[config.mk]
export PLATFORM = sky130hd
export DESIGN_NAME = mem_seq_multicore_flat
export DESIGN_NICKNAME = d
export VERILOG_FILES = /design/src/rtl/mem_seq_multicore_if.sv /design/src/rtl/mem_seq_multicore.sv /design/src/flat_wrapper.sv
export SDC_FILE = /design/constraint.sdc
export NUM_CORES = 1
export LEC_CHECK = 0
export CAP_MARGIN = 10
export CORE_MARGIN = 1
export CORE_UTILIZATION = 30
export DETAILED_ROUTE_END_ITERATION = 8
export PLACE_DENSITY = 0.67
export REMOVE_ABC_BUFFERS = 1
export SKIP_CTS_REPAIR_TIMING = 1
export SLEW_MARGIN = 20
export SYNTH_ARGS = -nofsm -noshare
export SYNTH_HDL_FRONTEND = slang
export SYNTH_SLANG_ARGS = --single-unit
[constraint.sdc]
create_clock -name clk -period 3.6 [get_ports clk]
set_input_delay 0.72 -clock clk [delete_from_list [all_inputs] [get_ports clk]]
set_output_delay 0.72 -clock clk [all_outputs]
set_load 0.01 [all_outputs]
[src/rtl/mem_seq_multicore_if.sv]
// rtl/mem_seq_multicore_if.sv - control-unit handshake and per-core enable bus for the memory sequencer
interface mem_seq_multicore_if #(
  parameter int N_CORES = 4,
  parameter int NOC_W   = 16,
  parameter int IDX_W   = 4
);
  logic               start;
  logic [1:0]         mode;
  logic [NOC_W-1:0]   num_cores;
  logic               busy;
  logic               done;
  logic [IDX_W-1:0]   cur_core;
  logic [N_CORES-1:0] ar_rd_en;
  logic [N_CORES-1:0] dr_wr_en;
  logic [N_CORES-1:0] d_rd_en;
  logic               dmem_wr;

  modport master (
    output start, mode, num_cores,
    input  busy, done, cur_core, ar_rd_en, dr_wr_en, d_rd_en, dmem_wr
  );

  modport slave (
    input  start, mode, num_cores,
    output busy, done, cur_core, ar_rd_en, dr_wr_en, d_rd_en, dmem_wr
  );
endinterface

[src/rtl/mem_seq_multicore.sv]
// rtl/mem_seq_multicore.sv - broadcast/scatter/gather data-memory access sequencer for N cores
module mem_seq_multicore #(
  parameter int N_CORES = 4,
  parameter int RD_LAT  = 2,
  parameter int NOC_W   = 16,
  parameter int IDX_W   = 4
) (
  input  logic                  clk,
  input  logic                  rst,
  mem_seq_multicore_if.slave    bus
);
  localparam int LAT_W = (RD_LAT > 0) ? $clog2(RD_LAT + 1) : 1;
  localparam logic [LAT_W-1:0] LAT_MAX = LAT_W'(RD_LAT);

  typedef enum logic [2:0] {IDLE, BCAST, SCAT, GATH, FIN} state_t;

  state_t             state, state_n;
  logic [LAT_W-1:0]   lat, lat_n;
  logic [IDX_W-1:0]   core, core_n;
  logic [IDX_W-1:0]   last, last_n;
  logic [NOC_W-1:0]   n_full;

  logic               busy_n, done_n, dmem_n;
  logic [IDX_W-1:0]   cur_n;
  logic [N_CORES-1:0] ar_n, dr_n, d_n;

  logic               busy_q, done_q, dmem_q;
  logic [IDX_W-1:0]   cur_q;
  logic [N_CORES-1:0] ar_q, dr_q, d_q;

  // Clamp on the full-width request so huge counts never alias to small ones
  assign n_full = (bus.num_cores > NOC_W'(N_CORES)) ? NOC_W'(N_CORES) : bus.num_cores;

  always_comb begin
    state_n = state;
    lat_n   = lat;
    core_n  = core;
    last_n  = last;
    case (state)
      IDLE, FIN: begin
        state_n = IDLE;
        lat_n   = '0;
        core_n  = '0;
        if (bus.start) begin
          case (bus.mode)
            2'b01: state_n = BCAST;
            2'b10: begin
              state_n = (n_full == '0) ? FIN : SCAT;
              last_n  = IDX_W'(n_full - NOC_W'(1));
            end
            2'b11: begin
              state_n = (n_full == '0) ? FIN : GATH;
              last_n  = IDX_W'(n_full - NOC_W'(1));
            end
            default: state_n = IDLE;
          endcase
        end
      end
      BCAST: begin
        if (lat == LAT_MAX) begin
          lat_n   = '0;
          state_n = FIN;
        end else begin
          lat_n = lat + LAT_W'(1);
        end
      end
      SCAT: begin
        if (lat == LAT_MAX) begin
          lat_n = '0;
          if (core == last) begin
            core_n  = '0;
            state_n = FIN;
          end else begin
            core_n = core + IDX_W'(1);
          end
        end else begin
          lat_n = lat + LAT_W'(1);
        end
      end
      GATH: begin
        if (core == last) begin
          core_n  = '0;
          state_n = FIN;
        end else begin
          core_n = core + IDX_W'(1);
        end
      end
      default: state_n = IDLE;
    endcase
  end

  // Outputs are decoded from the next state so they land in registers aligned with it
  always_comb begin
    busy_n = 1'b0;
    done_n = 1'b0;
    dmem_n = 1'b0;
    cur_n  = '0;
    ar_n   = '0;
    dr_n   = '0;
    d_n    = '0;
    case (state_n)
      BCAST: begin
        busy_n = 1'b1;
        ar_n   = N_CORES'(1);
        if (lat_n == LAT_MAX) dr_n = '1;
      end
      SCAT: begin
        busy_n = 1'b1;
        cur_n  = core_n;
        ar_n   = N_CORES'(1) << core_n;
        if (lat_n == LAT_MAX) dr_n = N_CORES'(1) << core_n;
      end
      GATH: begin
        busy_n = 1'b1;
        cur_n  = core_n;
        ar_n   = N_CORES'(1) << core_n;
        d_n    = N_CORES'(1) << core_n;
        dmem_n = 1'b1;
      end
      FIN:     done_n = 1'b1;
      default: done_n = 1'b0;
    endcase
  end

  always_ff @(posedge clk) begin
    if (rst) begin
      state  <= IDLE;
      lat    <= '0;
      core   <= '0;
      last   <= '0;
      busy_q <= 1'b0;
      done_q <= 1'b0;
      dmem_q <= 1'b0;
      cur_q  <= '0;
      ar_q   <= '0;
      dr_q   <= '0;
      d_q    <= '0;
    end else begin
      state  <= state_n;
      lat    <= lat_n;
      core   <= core_n;
      last   <= last_n;
      busy_q <= busy_n;
      done_q <= done_n;
      dmem_q <= dmem_n;
      cur_q  <= cur_n;
      ar_q   <= ar_n;
      dr_q   <= dr_n;
      d_q    <= d_n;
    end
  end

  assign bus.busy     = busy_q;
  assign bus.done     = done_q;
  assign bus.dmem_wr  = dmem_q;
  assign bus.cur_core = cur_q;
  assign bus.ar_rd_en = ar_q;
  assign bus.dr_wr_en = dr_q;
  assign bus.d_rd_en  = d_q;
endmodule

[src/flat_wrapper.sv]
// flat-port wrapper written by rule: the top's interface ports become plain ports
module mem_seq_multicore_flat 
#(
  parameter int N_CORES = 4,
  parameter int RD_LAT  = 2,
  parameter int NOC_W   = 16,
  parameter int IDX_W   = 4
)
  (clk, rst, bus_start, bus_mode, bus_num_cores, bus_busy, bus_done, bus_cur_core, bus_ar_rd_en, bus_dr_wr_en, bus_d_rd_en, bus_dmem_wr);
  mem_seq_multicore_if #(.N_CORES(N_CORES), .NOC_W(NOC_W), .IDX_W(IDX_W)) bus_i ();
  input  logic clk;
  input  logic rst;
  input wire logic [$bits(bus_i.start)-1:0] bus_start;
  input wire logic [$bits(bus_i.mode)-1:0] bus_mode;
  input wire logic [$bits(bus_i.num_cores)-1:0] bus_num_cores;
  output wire logic [$bits(bus_i.busy)-1:0] bus_busy;
  output wire logic [$bits(bus_i.done)-1:0] bus_done;
  output wire logic [$bits(bus_i.cur_core)-1:0] bus_cur_core;
  output wire logic [$bits(bus_i.ar_rd_en)-1:0] bus_ar_rd_en;
  output wire logic [$bits(bus_i.dr_wr_en)-1:0] bus_dr_wr_en;
  output wire logic [$bits(bus_i.d_rd_en)-1:0] bus_d_rd_en;
  output wire logic [$bits(bus_i.dmem_wr)-1:0] bus_dmem_wr;
  assign bus_i.start = bus_start;
  assign bus_i.mode = bus_mode;
  assign bus_i.num_cores = bus_num_cores;
  assign bus_busy = bus_i.busy;
  assign bus_done = bus_i.done;
  assign bus_cur_core = bus_i.cur_core;
  assign bus_ar_rd_en = bus_i.ar_rd_en;
  assign bus_dr_wr_en = bus_i.dr_wr_en;
  assign bus_d_rd_en = bus_i.d_rd_en;
  assign bus_dmem_wr = bus_i.dmem_wr;
  mem_seq_multicore #(.N_CORES(N_CORES), .RD_LAT(RD_LAT), .NOC_W(NOC_W), .IDX_W(IDX_W)) u_core (.clk(clk), .rst(rst), .bus(bus_i));
endmodule
**Word-level counts from Yosys, hierarchy flattened**

Index checks and enable logic that the tools add are counted.

- Reductions and logical operators: 10
- Add/sub/neg operators: 3
- Order comparisons: 1
- Shifts and indexed selects: 1
- Eq/ne operators: 14
- Multiplexer cells: 21
- Bitwise gates (word level): 2

Operators with widths:

| kind | count |
|---|---|
| $mux W3 | 6 |
| $gt A16 B3 Y1 const B | 1 |
| $logic_not A16 Y1 | 1 |
| $mux W16 | 1 |
| $mux W4 | 4 |
| $pmux W4 S2 | 2 |
| $eq A3 B2 Y1 const B | 4 |
| $pmux W3 S4 | 1 |
| $pmux W4 S3 | 1 |
| $reduce_or A2 Y1 | 6 |
| $pmux W3 S3 | 1 |
| $eq A2 B2 Y1 const B | 4 |
| $eq A3 B1 Y1 const B | 2 |
| $eq A3 B3 Y1 const B | 2 |
| $add A4 B1 Y4 const B | 1 |
| $eq A4 B4 Y1 | 1 |
| $pmux W2 S2 | 1 |
| $shl A1 B4 Y4 const A | 1 |
| $sub A4 B1 Y4 const B | 1 |
| $logic_not A3 Y1 | 1 |
| $mux W1 | 3 |
| $reduce_and A3 Y1 | 1 |
| $reduce_or A3 Y1 | 1 |
| $add A2 B1 Y2 const B | 1 |
| 3 further kinds | 4 |

- Output and inout port bits: 19
- Input bits: 21
- Register bits: 32

**Logic depth before layout (Yosys ltp)**

- Depth in word-level cells: 11
- Depth in mapped cells: 10
- Mapped depth without buffers: 8

**Worst setup path before layout**

Ideal clock, no wire load.

- Kind: input port to flip-flop
- From: in bus_num_cores[11]
- To: reg u_core.d_q[3], in the netlist u_core.bus.d_rd_en[3]
- Buffers on the path: 1
- Slack: 1.079 ns
- Data required time: 3.526 ns
- Arrival: 2.448 ns
- Stages on the path: 9
- Cell sequence: nor4_1 and4_1 clkbuf_1 nand2_1 ha_1 a21oi_1 o21bai_2 or3b_4 nor3_2

- Cells in the longest elaborated chain, start to end: 10

Ends and longest elaborated chain:

| what | RTL line | text |
|---|---|---|
| from (decl) | flat_wrapper.sv:15 | `input wire logic [$bits(bus_i.num_cores)-1:0] bus_num_cores;` |
| $gt A16 B3 Y1 | mem_seq_multicore.sv:32 | `assign n_full = (bus.num_cores > NOC_W'(N_CORES)) ? NOC_W'(N_CORES) : bus.num_cores;` |
| $mux W16 (*) | mem_seq_multicore.sv:32 |  |
| $logic_not A16 Y1 (*) | mem_seq_multicore.sv:48, mem_seq_multicore.sv:52 |  |
| $mux W3 (on tied branches) | mem_seq_multicore.sv:52, mem_seq_multicore.sv:48 |  |
| $pmux W3 S3 (*) | mem_seq_multicore.sv:45 | `case (bus.mode)` |
| $mux W3 (*) | mem_seq_multicore.sv:44 | `if (bus.start) begin` |
| $pmux W3 S4 (*) | mem_seq_multicore.sv:39 | `case (state)` |
| $eq A3 B2 Y1 (*) | mem_seq_multicore.sv:101 | `case (state_n)` |
| $not A1 Y1 (no line) (*) | -- |  |
| $reduce_or A2 Y1 (no line) (*) | -- |  |
| to (signal assigned) | mem_seq_multicore.sv:149 | `d_q <= d_n;` |
| to (decl) | mem_seq_multicore.sv:29 | `logic [N_CORES-1:0] ar_q, dr_q, d_q;` |

Mark *: on every way between the ends. The rest lies on a longest branch, timed or not.
A chain may end at the register's enable or synchronous reset.

**Worst setup path in the final report**

- From: in bus_num_cores[4]
- To: reg u_core.d_q[2], in the netlist u_core.bus.d_rd_en[2]

The elaborated chain is that of the path after synthesis.

==> flow_summary.toml <==
[yosys]
ys.flop_type = "dfxtp_1"
synth_top_area_share = 0.462
avgSynthCellArea_um2 = 9.43
synth.ff_latch_count = 32
yosysSeqAreaShare = 0.462
synthArstFlopShare = 0
synthTopCellsByArea = "dfxtp_1 46%, nor2_1 6.5%, a21oi_1 3.2%"
ys_types = 51
syn_inst = 147
synth_edf_count = 0
yosysMostFrequentCell = "dfxtp_1"
synth_largest_area_cell = "dfxtp_1"
yosys-top-cells-count = "32 x dfxtp_1, 24 x nor2_1, 11 x nand2_1"
synth_area_mm2 = 0.00139
synth_warnings = 0

[pwr]
p_switching_mw = 0.202
power_per_cell_area_mw_per_mm2 = 410
ir_drop_v = 0.000260
switching_share = 0.257
seqPwrFrac = 0.483
internal-power_mw = 0.583
p_leak_nw = 0.676
p_clk_frac = 0.359
power_mw = 0.785
combPwrFrac = 0.158

[timing]
finalSetupViolCount = 0
max_freq_mhz = 360
rsz0062_at_grt = "false"
timing.final.crit_share = 0.772
fin_worst_skew_ns = 0.00356
worst_pin_slew_ns = 0.674
tns_ns = 0
relSlewSlack = 0.551
finalHoldViolations = 0
period_needed_ns = 2.78
holdWs_ns = 0.481
slew_viol_final = 0

[worst_setup_path]
required_ns = 3.82
path_max_fanout = 10
arrival_ns = 2.99
endpoint_kind = "register"
critPathKind = "in -> reg"
worst_setup_path_start_kind = "primary input"

[placement]
hpwlAfterDp_um = 2280
gp_congestion = 0.771
port_buffers = 39

[die]
core_mm2 = 0.00438
die_x_um = 70.0
rows = 24
die_area_mm2 = 0.00490
num_io_pins = 40
die_h_um = 70.0
initial_core_util = 0.316

[global_route]
track_usage = 0.134
grt_max_degree = 18
antenna_found_initial = 0
grt_pass1_vias = 1186
grt_pass1_wl_um = 5130
grt-ovfl-total = 0

[cts]
clk_latency_ns = 0.28
cts_made_buffers = 5
cts.htree.levels = 2
numClockSinks = 32
clk_pin_slew_worst_paths_ns = 0.06
clockBufferDepth = 2
tritoncts = "done"
cts-root-buf = "clkbuf_8"

[route]
top_layer = "met4"
wl_met2_um = 1430
drc = 0
first_pass_iters = 4
wl_met1_um = 1360
wl_per_cell_um = 12.3
dr_wl_met3_um = 129
first_iter_violations = 41
via_per_inst = 4.83
num_vias = 1170
ant_nets = 0
wirelength_um = 2980

[finish]
diodes = 0
finalNetCount = 212
drive_gt1_frac = 0.121
area_growth_pct = 38.0

[flow_run]
drv_cap = 0

[hold_path]
hold_class = "reg -> reg"

[outcome]
status = "complete, no violations"
-- sequential cells by signal, indices dropped and copies added, names as in the netlist --
| register | flops |
|---|---|
| u_core.bus.dr_wr_en | 4 |
| u_core.bus.dmem_wr | 1 |
| u_core.bus.ar_rd_en | 4 |
| u_core.bus.cur_core | 4 |
| u_core.core | 4 |
| u_core.bus.done | 1 |
| u_core.state | 3 |
| u_core.bus.d_rd_en | 4 |
| u_core.lat | 2 |
| u_core.last | 4 |
| u_core.bus.busy | 1 |
-- through the flow --
stage,setup WS [ns],std cells,area (um^2),util
CTS,0.832,242,1910,0.436
global route,0.610,242,1910,0.436
global placement,0.598,234,1820,0.415
detailed placement,0.538,234,1820,0.415
finish,0.821,242,1910,0.436
floorplan,1.16,143,1360,-
-- per-layer routing --
metal	GRT usage	vias up
met1	0.156	536
met5	0	-
met4	0.0622	0
met3	0.0462	7
li1	-	608
met2	0.221	19
-- power by group through the flow --
stage	registers, mW	clock network (mW)	logic (mW)
2_1_floorplan	0.388	0	0.0682
3_3_place_gp	0.387	0	0.123
3_5_place_dp	0.386	0	0.123
4_1_cts	0.379	0.288	0.125
5_1_grt	0.381	0.307	0.136
6_report	0.379	0.282	0.124
-- cells in the final DEF (no fill, tap or decap), types with 3 or more instances in the layout --
master           synthesis  final
clkdlybuf4s50_1          0     39
dfxtp_1                 32     32
nor2_1                  24     24
nand2_1                 11     11
a21oi_1                  9      9
clkbuf_8                 0      6
nand3_1                  5      5
xnor2_1                  4      4
nor3_1                   4      4
inv_1                    4      4
nor4_1                   3      3
-- path summary, 6_finish.rpt --
path | from | endpoint | slack (ns) | cells past startpoint
worst max-delay path | bus_num_cores[4] | u_core.bus.d_rd_en[2] | 0.82 | 9
worst min-delay path | u_core.last[2] | u_core.last[2] | 0.48 | 2
worst max register to register | u_core.core[3] | u_core.bus.d_rd_en[2] | 1.39 | 6
worst min register to register | u_core.last[2] | u_core.last[2] | 0.48 | 2
-- critical path, cell delays in order --
cell             delay (ns)
clkdlybuf4s50_1        0.39
nor4_1                 0.28
and4_1                 0.33
nand2_1                0.10
ha_1                   0.23
a21oi_1                0.19
o21bai_2               0.20
or3b_4                 0.44
nor3_2                 0.10
-- kinds of logic after synthesis --
group | after synthesis | share of synthesized area
buf+inv | 9 | 0.0298
xor+xnor | 5 | 0.0370
mux | 1 | 0.00722
flops | 32 | 0.462
simple gates | 65 | 0.249
fa+ha+maj | 3 | 0.0253
compound gates | 32 | 0.190
-- layout make-up --
type / instances / area, um^2
Multi-Input combinational cell: 106 / 704
Sequential cell: 32 / 641
Clock buffer: 7 / 86.3
Tap cell: 52 / 65.1
Inverter: 5 / 18.8
Fill cell: 432 / 2470
Timing Repair Buffer: 39 / 390
Clock inverter: 1 / 7.51
Note: power is estimated with default switching activity, not from simulation.
